[src/rtl/cstn_line_packer.sv]
// cstn_line_packer: packs dithered subpixel bits into BUS_W-bit CSTN words and generates CP/LP/FLM timing.
// Define CSTN_PACKER_M_OUT_EN to add the lcd_m frame-rate AC-drive polarity output. BUS_W must be at least 2.
module cstn_line_packer #(
  parameter int BUS_W    = 8,
  parameter int H_SUBPIX = 1920,
  parameter int V_LINES  = 480,
  parameter int LP_W     = 2,
  parameter int H_BLANK  = 4
) (
  input  logic             clk,
  input  logic             rst,
  input  logic             pix_bit,
  input  logic             pix_valid,
  output logic             pix_ready,
  output logic             inv,
  output logic             sof,
  output logic [BUS_W-1:0] lcd_d,
  output logic             lcd_cp,
  output logic             lcd_lp,
  output logic             lcd_flm
`ifdef CSTN_PACKER_M_OUT_EN
  ,
  output logic             lcd_m
`endif
);
  localparam int WORDS = H_SUBPIX / BUS_W;
  localparam int BW = BUS_W > 1 ? $clog2(BUS_W) : 1;
  localparam int WW = WORDS > 1 ? $clog2(WORDS) : 1;
  localparam int LW = V_LINES > 1 ? $clog2(V_LINES) : 1;
  localparam int PW = LP_W > 1 ? $clog2(LP_W) : 1;
  localparam int HW = H_BLANK > 1 ? $clog2(H_BLANK) : 1;
  localparam logic [BW-1:0] BIT_LAST = BW'(BUS_W - 1);
  localparam logic [WW-1:0] WORD_LAST = WW'(WORDS - 1);
  localparam logic [LW-1:0] LINE_LAST = LW'(V_LINES - 1);
  localparam logic [PW-1:0] LP_LAST = PW'(LP_W - 1);
  localparam logic [HW-1:0] HB_LAST = HW'(H_BLANK > 0 ? H_BLANK - 1 : 0);
  localparam logic [2:0] S_IDLE = 3'd0;
  localparam logic [2:0] S_ACTIVE = 3'd1;
  localparam logic [2:0] S_CPLAST = 3'd2;
  localparam logic [2:0] S_LPULSE = 3'd3;
  localparam logic [2:0] S_HBLANK = 3'd4;
  logic [2:0] state;
  logic [BW-1:0] bit_cnt;
  logic [WW-1:0] word_cnt;
  logic [LW-1:0] line_cnt;
  logic [PW-1:0] lp_cnt;
  logic [HW-1:0] hb_cnt;
  logic [BUS_W-2:0] sr;
  logic [BUS_W-1:0] word;
  logic phase, fresh, cp_q;
  // phase tracks subpixel_index[0] so inv never needs the full index
  assign word = {sr, pix_bit};
  assign pix_ready = state == S_ACTIVE;
  assign lcd_lp = state == S_LPULSE;
  assign lcd_flm = lcd_lp && line_cnt == LINE_LAST;
  assign sof = pix_ready && fresh && line_cnt == '0;
  assign inv = pix_ready && (phase ^ line_cnt[0]);
  assign lcd_cp = cp_q;
  always_ff @(posedge clk or posedge rst) begin
    if (rst) begin
      state <= S_IDLE;
      bit_cnt <= '0;
      word_cnt <= '0;
      line_cnt <= '0;
      lp_cnt <= '0;
      hb_cnt <= '0;
      sr <= '0;
      lcd_d <= '0;
      phase <= 1'b0;
      fresh <= 1'b0;
      cp_q <= 1'b0;
`ifdef CSTN_PACKER_M_OUT_EN
      lcd_m <= 1'b0;
`endif
    end else begin
      cp_q <= 1'b0;
      case (state)
        S_IDLE: begin
          state <= S_ACTIVE;
          fresh <= 1'b1;
        end
        S_ACTIVE: begin
          fresh <= 1'b0;
          if (pix_valid) begin
            phase <= ~phase;
            sr <= word[BUS_W-2:0];
            if (bit_cnt == BIT_LAST) begin
              bit_cnt <= '0;
              lcd_d <= word;
              cp_q <= 1'b1;
              if (word_cnt == WORD_LAST) begin
                word_cnt <= '0;
                phase <= 1'b0;
                state <= S_CPLAST;
              end else
                word_cnt <= word_cnt + 1'b1;
            end else
              bit_cnt <= bit_cnt + 1'b1;
          end
        end
        S_CPLAST: begin
          lp_cnt <= '0;
          state <= S_LPULSE;
        end
        S_LPULSE: begin
          if (lp_cnt == LP_LAST) begin
            line_cnt <= line_cnt == LINE_LAST ? '0 : line_cnt + 1'b1;
`ifdef CSTN_PACKER_M_OUT_EN
            if (lcd_flm) lcd_m <= ~lcd_m;
`endif
            hb_cnt <= '0;
            state <= H_BLANK == 0 ? S_ACTIVE : S_HBLANK;
            fresh <= H_BLANK == 0;
          end else
            lp_cnt <= lp_cnt + 1'b1;
        end
        S_HBLANK: begin
          if (hb_cnt == HB_LAST) begin
            state <= S_ACTIVE;
            fresh <= 1'b1;
          end else
            hb_cnt <= hb_cnt + 1'b1;
        end
        default: state <= S_IDLE;
      endcase
    end
  end
endmodule

[config.mk]
export PLATFORM = sky130hd
export DESIGN_NAME = cstn_line_packer
export DESIGN_NICKNAME = d
export VERILOG_FILES = /design/src/rtl/cstn_line_packer.sv
export SDC_FILE = /design/constraint.sdc
export NUM_CORES = 1
export LEC_CHECK = 0
export ABC_CLOCK_PERIOD_IN_PS = 2800
export CAP_MARGIN = 25
export CORE_MARGIN = 3
export CORE_UTILIZATION = 30
export CTS_CLUSTER_SIZE = 24
export DETAILED_ROUTE_END_ITERATION = 8
export SLEW_MARGIN = 10
export SYNTH_ARGS = -nofsm -noshare
export SYNTH_HDL_FRONTEND = slang
export SYNTH_SLANG_ARGS = --single-unit
export TNS_END_PERCENT = 30
[constraint.sdc]
create_clock -name clk -period 2.8 [get_ports clk]
set_input_delay 0.42 -clock clk [delete_from_list [all_inputs] [get_ports clk]]
set_output_delay 0.42 -clock clk [all_outputs]
set_load 0.03 [all_outputs]
; Yosys cells after proc, flatten, opt, wreduce, memory -nomap -nowiden
; Cells that the tools add are included.
[classes]
add_sub_neg = 5
eq_ne = 14
n_mux = 22
bitwise = 2
reduce_logical = 15
[ops]
columns = operator, count
row1 = 2-to-1 mux 3 bit, 6
row2 = one-hot mux 3 bit (5 select lines), 1
row3 = "adder 9 x 1 -> 9 bit, second input constant", 1
row4 = "== test 9 bit, second input constant", 1
row5 = zero test 9 bit, 1
row6 = 2-to-1 mux 9 bit, 1
row7 = AND reduction 3 bit, 3
row8 = "adder 8 x 1 -> 8 bit, second input constant", 1
row9 = "== test 8 bit, second input constant", 1
row10 = 2-to-1 mux 1 bit, 8
row11 = 2-to-1 mux 8 bit, 1
row12 = "== test 3 x 2 -> 1 bit, second input constant", 2
row13 = "== test 3 bit, second input constant", 2
row14 = "inequality test 2 x 1 -> 1 bit, second input constant", 3
row15 = "inequality test 2 bit, second input constant", 3
row16 = AND reduction 5 bit, 1
row17 = logical AND 1 bit, 4
row18 = 2-to-1 mux 2 bit, 2
row19 = one-hot mux 1 bit (4 select lines), 1
row20 = one-hot mux 2 bit (2 select lines), 1
row21 = AND reduction 2 bit, 2
row22 = nonzero test 2 bit, 2
row23 = nonzero test 4 bit, 1
row24 = "adder 3 x 1 -> 3 bit, second input constant", 1
row25 = 8 further kinds, 8
[word_totals]
reg_bits = 44
in_bits = 4
out_inout_bits = 14
wordCells = 69

; Longest topological paths before layout
; Gate-level depths: netlist (run 1).
[depth]
depth_word = 5
depth_mapped = 9
depth_no_buf = 7

; Least setup slack after synthesis (run 1)
; Ideal clock, no wire load.
[synth_path]
path_type = reg-to-output
from = register state[2]
to = output port sof
arrival_time_ps = 2018
t_required_ps = 2380
setup_slack_ps = 362
stages_incl_launch_ff = 6
path_buffers = 1
cell_sequence = dfrtp_1 -> buf_4 -> nor2_1 -> nand2_1 -> or4_1 -> nor4_1
[synth_via]
elab_chain_len = 3
[synth_rtl]
columns = element, line
row1 = from (decl), 42  ; logic [2:0] state;
row2 = from (signal assigned), 112  ; state <= H_BLANK == 0 ? S_ACTIVE : S_HBLANK;
row3 = == test 3 x 1 -> 1 bit, 53  ; assign pix_ready = state == S_ACTIVE;
row4 = logical AND 1 bit (2 in series), 56  ; assign sof = pix_ready && fresh && line_cnt == '0;
row5 = to (decl), 16  ; output logic sof,
; Every way passes these cells.

; Worst setup path after layout (run 1)
[layout_path]
from = register line_cnt[0]
to = output port lcd_flm
[layout_via]
elab_chain_len = 2
[layout_rtl]
columns = element, line
row1 = from (decl), 45  ; logic [LW-1:0] line_cnt;
row2 = from (signal assigned), 107  ; line_cnt <= line_cnt == LINE_LAST ? '0 : line_cnt + 1'b1;
row3 = == test 9 bit, 55  ; assign lcd_flm = lcd_lp && line_cnt == LINE_LAST;
row4 = logical AND 1 bit, 55
row5 = to (decl), 20  ; output logic lcd_flm
; Every way passes these cells.

==> key figures, run 1 <==
Logic synthesis
  • Ys Warns: 0
  • Yosys top cell by area: dfrtp_1
  • Post-synthesis sequential area ratio: 0.5295
  • Most area-consuming cells after synthesis: dfrtp_1 (53%), nand2_1 (7.2%), mux2_2 (6.5%), ha_1 (3.6%), nand3_1 (2.2%)
  • Mux cell area share after synthesis: 0.07702
  • Post-synthesis adder-cell area fraction: 0.03610
  • Cell area after synthesis: 2079 sq um
  • Avg Cell Area, Syn: between 10 and 15 sq um
  • Compound-cell area share of the yosys netlist: 0.06980
  • Mapped Nets: 206
  • Synth Area in XOR/XNOR: 0.02527
  • Synth Register Bits: 44
  • Top-area cell type share of the netlist area: 0.5295
  • Mapped Cells: ~200
  • Largest family of logic cells by synthesized area: simple AND/OR/NAND/NOR gates
  • Ys async rst share: 1.000
  • Ys flop type: dfrtp_1
  • Unique masters post-synth: 39
  • Post-synth EDFFs: 0
  • Post-Synth Simple-Gate Area: 0.2323

Die
  • Die area: 7966 sq um
  • Die Y: around 89 um
  • Core Rows: 29
  • Die Wd: about 90 um
  • IO Count: 18
  • Initial Util: 0.3184
  • Core box area: 6531 sq um

Worst setup path
  • Kind of start point of the critical path: register
  • Worst setup path category: reg -> out
  • Critical Path End Type: primary output
  • Largest fanout on the critical path: 6
  • Worst reg-to-reg path cell count: 8
  • Worst path slowest cell: clkdlybuf4s50_1
  • CP Cell Sequence: ha_1, and4_1, nand2_1, nor2_1, clkdlybuf4s50_1
  • Worst EP arrival: 2090 ps
  • Worst endpoint required time: around 2400 ps
  • Max incr delay on CP: 670 ps

GRT
  • GRT busiest layer: met2
  • Met2 GRT Util: 0.1654
  • Initial antenna violation count: 0
  • M3 GR Usage: 0.04147
  • Global-route wire length before repair: roughly 6.6 mm
  • Vias in the first global route: 1430
  • Total GRT Usage: 0.1071
  • Largest net degree at the start of global routing: 45
  • Met1 GRT Util: 0.1410
  • Grt total ovfl: 0

Placed design
  • DP Cell Count: 287
  • Placer Congestion: 0.7615
  • HPWL Detailed: 2.561 mm
  • IO buf count: 17
  • Post-place instance area: 2325 sq um
  • Dpl ws: 336.6 ps

STA
  • Final Setup Violations: 0
  • RSZ-0062 raised after global routing: false
  • Tcrit/Tclk final: 0.8971
  • Fin Hold WS: 479.8 ps
  • Final hold viol count: 0
  • Fmax: 398.1 MHz
  • Clock Skews: 12.31 ps
  • Max-slew violation count: 0
  • Tightest Pin Transition: between 500 and 600 ps
  • Relative slew slack: 0.6338
  • Worst Slack Setup Final: 288.0 ps
  • Crit path time final: 2512 ps
  • Final setup TNS: 0 ps

Pwr
  • Power, Total: roughly 1.7 mW
  • Maximum VDD drop: 0.0004901 V
  • Leakage power: 1.163 nW
  • PD cells: 698.2 nW/um^2

Layout
  • Synth-to-Final Area Change: 16.06%
  • Core Util, Final: 0.3695
  • Final nets: about 230
  • Post-Layout Cell Count: 295
  • Commonest non-fill, non-tap cells in the layout: dfrtp_1 (44), nand2_1 (40), clkdlybuf4s50_1 (16), mux2_2 (12), nor2_1 (10)
  • Commonest non-fill, non-tap cell in the layout: dfrtp_1
  • N_diodes: 0
  • Post-Layout Inst Area: between 2000 and 2500 sq um
  • Layout cells sized above 1: 0.1330

CTS
  • Worst-Skew Late Latency: 300 ps
  • H-tree levels: 2
  • Post-CTS Hold Fix Bufs: 0
  • CTS sink cnt: 44
  • Post-CTS Setup Repair Bufs: 0
  • CTS root buf: clkbuf_8
  • Clock-pin slew on the worst setup and hold paths: around 90 ps
  • CTS Buffer Depth: 2
  • TritonCTS buffer count: 5
  • CTS tree: yes

Min path
  • Worst hold path stage count: 2
  • Hold WC Path Type: reg -> reg

Drt
  • Drt initial violations: 44
  • Via/cell ratio: 4.803
  • ANT nets after route: 0
  • Number of remaining DRC errors: 0
  • Routed WL: 3.688 mm
  • First-pass DRT Iterations: 4
  • Routed len/inst: 12.50 um
  • Vias: 1417

Outcome
  • Outcome: complete, no violations

Flow run
  • Max_cap viols: 0
[worst paths after layout]
kind | startpoint | to | slack (ps)
max in group asynchronous | rst | line_cnt[8] | 1870
setup / recovery | line_cnt[0] | lcd_flm | 290
hold reg to reg | sr[6] | lcd_d[7] | 480
setup reg to reg | state[2] | lcd_d[2] | 1080
hold / removal | sr[6] | lcd_d[7] | 480
min in group asynchronous | rst | lcd_d[7] | 550
[cell type report]
class	count	area, sq um
clock buffers	5	68.82
clock inverters	3	21.27
fillers	644	4118
inverters	7	26.28
multi-input cells	140	915.9
flip-flops and latches	44	1101
well taps	77	96.34
repair buffers	19	183.9
[cells in the mapped netlist, drive strengths merged (2+ instances only)]
library cell  count
and3              7
and4              2
o21ai             7
inv               7
nand4             6
mux2             13
nand2            41
nor2             10
nor2b             3
xnor2             5
ha                6
a21oi             3
a21o              5
and2              3
nand3             9
buf               5
nor3              3
dfrtp            44
or4               2
and4b             2
o31ai             2
[critical path: cells and delay by family (launching register included)]
family | cells | cell delay (ps)
DFF | 1 | 440
buffers and inverters | 1 | 670
and+or+nand+nor | 3 | 450
adders and majority gates | 1 | 220
[where the power goes]
group          leakage (nW)  switching [mW]  internal (mW)
clock network        0.0445           0.229          0.177
logic                 0.547           0.244          0.199
registers             0.572          0.0776          0.758
total                  1.16           0.551           1.13
[state kept, by name, indices dropped and copies added (netlist names)]
signal / flops
line_cnt: 9
phase: 1
fresh: 1
sr: 7
bit_cnt: 3
hb_cnt: 2
state: 3
lcd_cp: 1
word_cnt: 8
lp_cnt: 1
lcd_d: 8
[cells by family after synthesis]
family	after synthesis
AOI/OAI and AO/OA	21
xor gates and xnor gates	6
adders and majority gates	6
buffers and inverters	12
DFF	44
muxes	14
and+or+nand+nor	93
[repair_timing]
item                       4_1_cts  5_1_grt
resized for setup                1        0
setup endpoints to repair        1        0
hold endpoints to repair         0        0
[layer usage]
metal | vias to the layer above | share of wire
met3 | 7 | 0.041
li1 | 719 | -
met1 | 670 | 0.52
met4 | 0 | 0.012
met5 | - | 0
met2 | 21 | 0.43
Power figures use the tool's default switching activity.
==> run 2, diff against run 1 <==
--- a/config.mk
+++ b/config.mk
@@ -7,7 +7,7 @@
 export LEC_CHECK = 0
 export ABC_CLOCK_PERIOD_IN_PS = 2800
 export CAP_MARGIN = 25
-export CORE_MARGIN = 3
+export CORE_MARGIN = 2
 export CORE_UTILIZATION = 30
 export CTS_CLUSTER_SIZE = 24
 export DETAILED_ROUTE_END_ITERATION = 8
==> run 2 against run 1 <==
Design area up 1.1%. Largest cell class unchanged. Flip-flop and latch count did not move. Wire length up 2.5%. Via count rose by 0.92%. Utilization is 0.84 points lower. Critical path depth unchanged. First-iteration DRC count increased by 77%. Clock-buffer cell count stayed put.
==> key figures, run 2 (synthesized netlist as in run 1, its figures left out) <==
Outcome
  • Outcome: complete, no violations (unchanged)

Drt
  • Number of remaining DRC errors: 0 (unchanged)
  • Via/cell ratio: 4.767 (was 4.803)
  • ANT nets after route: 0 (unchanged)
  • Routed WL: 3.781 mm (was 3.688 mm)
  • Vias: 1430 (was 1417)
  • Routed len/inst: 12.60 um (was 12.50 um)
  • Drt initial violations: 78 (was 44)
  • First-pass DRT Iterations: 4 (unchanged)

STA
  • Max-slew violation count: 0 (unchanged)
  • RSZ-0062 raised after global routing: false (unchanged)
  • Fin Hold WS: 482.0 ps (was 479.8 ps)
  • Final setup TNS: 0 ps (unchanged)
  • Relative slew slack: 0.4008 (was 0.6338)
  • Final Setup Violations: 0 (unchanged)
  • Tcrit/Tclk final: 0.8946 (was 0.8971)
  • Crit path time final: 2505 ps (was 2512 ps)
  • Fmax: 399.2 MHz (was 398.1 MHz)
  • Clock Skews: 14.22 ps (was 12.31 ps)
  • Tightest Pin Transition: 893.3 ps (was 549.3 ps)
  • Final hold viol count: 0 (unchanged)

Placed design
  • Post-place instance area: 2344 sq um (was 2325 sq um)
  • HPWL Detailed: 2.589 mm (was 2.561 mm)
  • IO buf count: 17 (unchanged)
  • Placer Congestion: 0.7993 (was 0.7615)

Worst setup path
  • Worst setup path category: reg -> out (unchanged)
  • Critical path's top delay family: buffers and inverters (unchanged)
  • RR Startpoint: state[2] (unchanged)
  • Worst EP arrival: 2090 ps (about the same)
  • Worst endpoint required time: 2380 ps (about the same)
  • Largest fanout on the critical path: 6 (unchanged)
  • R2R setup slack: 1040 ps (was 1080 ps)
  • Worst path slowest cell: clkdlybuf4s50_1 (unchanged)
  • Worst path bufs/invs: 1 (unchanged)
  • CP Cell Sequence: ha_1, and4_1, nand2_1, nor2_1, clkdlybuf4s50_1 (unchanged)
  • RR Endpoint: line_cnt[8] (was lcd_d[2])
  • Critical Path End Type: primary output (unchanged)
  • Kind of start point of the critical path: register (unchanged)
  • Worst reg-to-reg path cell count: 5 (was 8)
  • Max incr delay on CP: 670 ps (about the same)

Layout
  • Largest regs: line_cnt: 9 flops, lcd_d: 8 flops, word_cnt: 8 flops (unchanged)
  • Core Util, Final: 0.3611 (was 0.3695)
  • Reg with most FFs: line_cnt (unchanged)
  • Commonest non-fill, non-tap cell in the layout: dfrtp_1 (unchanged)
  • Synth-to-Final Area Change: 17.33% (was 16.06%)
  • Max reg flops: 9 (unchanged)
  • Commonest non-fill, non-tap cells in the layout: dfrtp_1 (44), nand2_1 (40), clkdlybuf4s50_1 (16), mux2_2 (12), nor2_1 (10) (unchanged)
  • Post-Layout Inst Area: 2440 sq um (was 2414 sq um)
  • Final nets: 229 (was 227)
  • Layout cells sized above 1: 0.1409 (was 0.1330)
  • N_diodes: 0 (unchanged)

Die
  • Die Y: 87.26 um (was 89.26 um)
  • Core Rows: 30 (was 29)
  • Initial Util: 0.3078 (was 0.3184)
  • Die Wd: 87.26 um (was 89.26 um)
  • Die area: 7613 sq um (was 7966 sq um)
  • IO Count: 18 (unchanged)
  • Core box area: 6756 sq um (was 6531 sq um)

GRT
  • Global-route wire length before repair: 6.831 mm (was 6.603 mm)
  • Vias in the first global route: 1403 (was 1430)
  • Largest net degree at the start of global routing: 25 (was 45)
  • Initial antenna violation count: 0 (unchanged)
  • Total GRT Usage: 0.1142 (was 0.1071)
  • Grt total ovfl: 0 (unchanged)

CTS
  • CTS tree: yes (unchanged)
  • CTS root buf: clkbuf_8 (unchanged)
  • CTS sink cnt: 44 (unchanged)
  • TritonCTS buffer count: 5 (unchanged)
  • CTS Buffer Depth: 2 (unchanged)
  • Clock-pin slew on the worst setup and hold paths: 100 ps (was 90 ps)
  • H-tree levels: 2 (unchanged)
  • Post-CTS Hold Fix Bufs: 0 (unchanged)
  • Worst-Skew Late Latency: 310 ps (was 300 ps)

Pwr
  • Net Sw Power: 0.5596 mW (was 0.5509 mW)
  • Power, Total: 1.698 mW (was 1.685 mW)
  • Leakage power: 1.189 nW (was 1.163 nW)
  • Maximum VDD drop: 0.0003889 V (was 0.0004901 V)
  • PD cells: 695.9 nW/um^2 (was 698.2 nW/um^2)
  • Int Power: 1.138 mW (was 1.134 mW)
  • Seq pwr share: 0.491 (was 0.496)
  • Combinational fraction of design power: 0.259 (was 0.263)
  • Sw Share: 0.3296 (was 0.3269)
  • Clock share of power: 0.249 (was 0.241)

Min path
  • Min-delay src: lcd_d[3] (was sr[6])
  • Worst Hold End: lcd_d[3] (was lcd_d[7])
  • Worst hold path stage count: 2 (unchanged)
  • Hold WC Path Type: reg -> reg (unchanged)

Flow run
  • Max_cap viols: 0 (unchanged)
==> run 2: layout make-up <==
cell class / instances / area [sq um]
Tap cell: 80 / 100.1
Clock inverter: 3 / 25.02
Inverter: 7 / 26.28
Multi-Input combinational cell: 140 / 915.9
Fill cell: 691 / 4317
Timing Repair Buffer: 21 / 202.7
Clock buffer: 5 / 68.82
Sequential cell: 44 / 1101
==> run 2: power by group through the flow <==
stage / sequential, mW / clock [mW] / combinational (mW)
3_3_place_gp: 0.846 / 0 / 0.440
3_5_place_dp: 0.847 / 0 / 0.447
6_report: 0.834 / 0.423 / 0.440
5_1_grt: 0.856 / 0.468 / 0.483
2_1_floorplan: 0.948 / 0 / 0.174
4_1_cts: 0.837 / 0.440 / 0.451
==> run 2: how the worst max path moves through the flow <==
stage,to,slack (ps),depth (start not counted),startpoint
6_report,lcd_flm,290,5,line_cnt[0]
5_1_grt,lcd_flm,160,5,line_cnt[0]
4_1_cts,sof,80,4,state[0]
3_5_place_dp,sof,430,4,state[0]
3_3_place_gp,sof,460,5,state[2]
2_1_floorplan,sof,360,5,state[2]
==> run 2: what timing repair did <==
| item | CTS | global route |
|---|---|---|
| buffers inserted | 0 | 0 |
| gates resized for setup | 0 | 1 |
| endpoints found under the setup margin | 0 | 1 |
| hold endpoints to repair | 0 | 0 |
==> run 2: routing by layer <==
| metal | up-vias | wire length (um) | track usage | part of all wire |
|---|---|---|---|---|
| li1 | 726 | - | - | - |
| met1 | 672 | 1839 | 0.1613 | 0.49 |
| met2 | 28 | 1708 | 0.1625 | 0.45 |
| met3 | 4 | 200 | 0.04360 | 0.053 |
| met4 | 0 | 31 | 0.03357 | 0.0082 |
| met5 | - | 0 | 0 | 0 |
==> run 2: worst min-delay path: cells and delay by family (launching register included) <==
kind | cells | cell delay (ps)
DFF | 1 | 360
and+or+nand+nor | 2 | 100
==> run 2: metrics by stage <==
step,worst slack [ps],cells
floorplan,361.8,196
finish,295.0,300
CTS,80.87,300
global placement,455.0,292
detailed placement,427.5,292
global route,156.8,300
==> run 3, diff against run 2 <==
--- a/config.mk
+++ b/config.mk
@@ -9,7 +9,6 @@
 export CAP_MARGIN = 25
 export CORE_MARGIN = 2
 export CORE_UTILIZATION = 30
-export CTS_CLUSTER_SIZE = 24
 export DETAILED_ROUTE_END_ITERATION = 8
 export SLEW_MARGIN = 10
 export SYNTH_ARGS = -nofsm -noshare
==> results of run 3 <==
The final DEF is identical to that of run 2; final timing and power are the same.
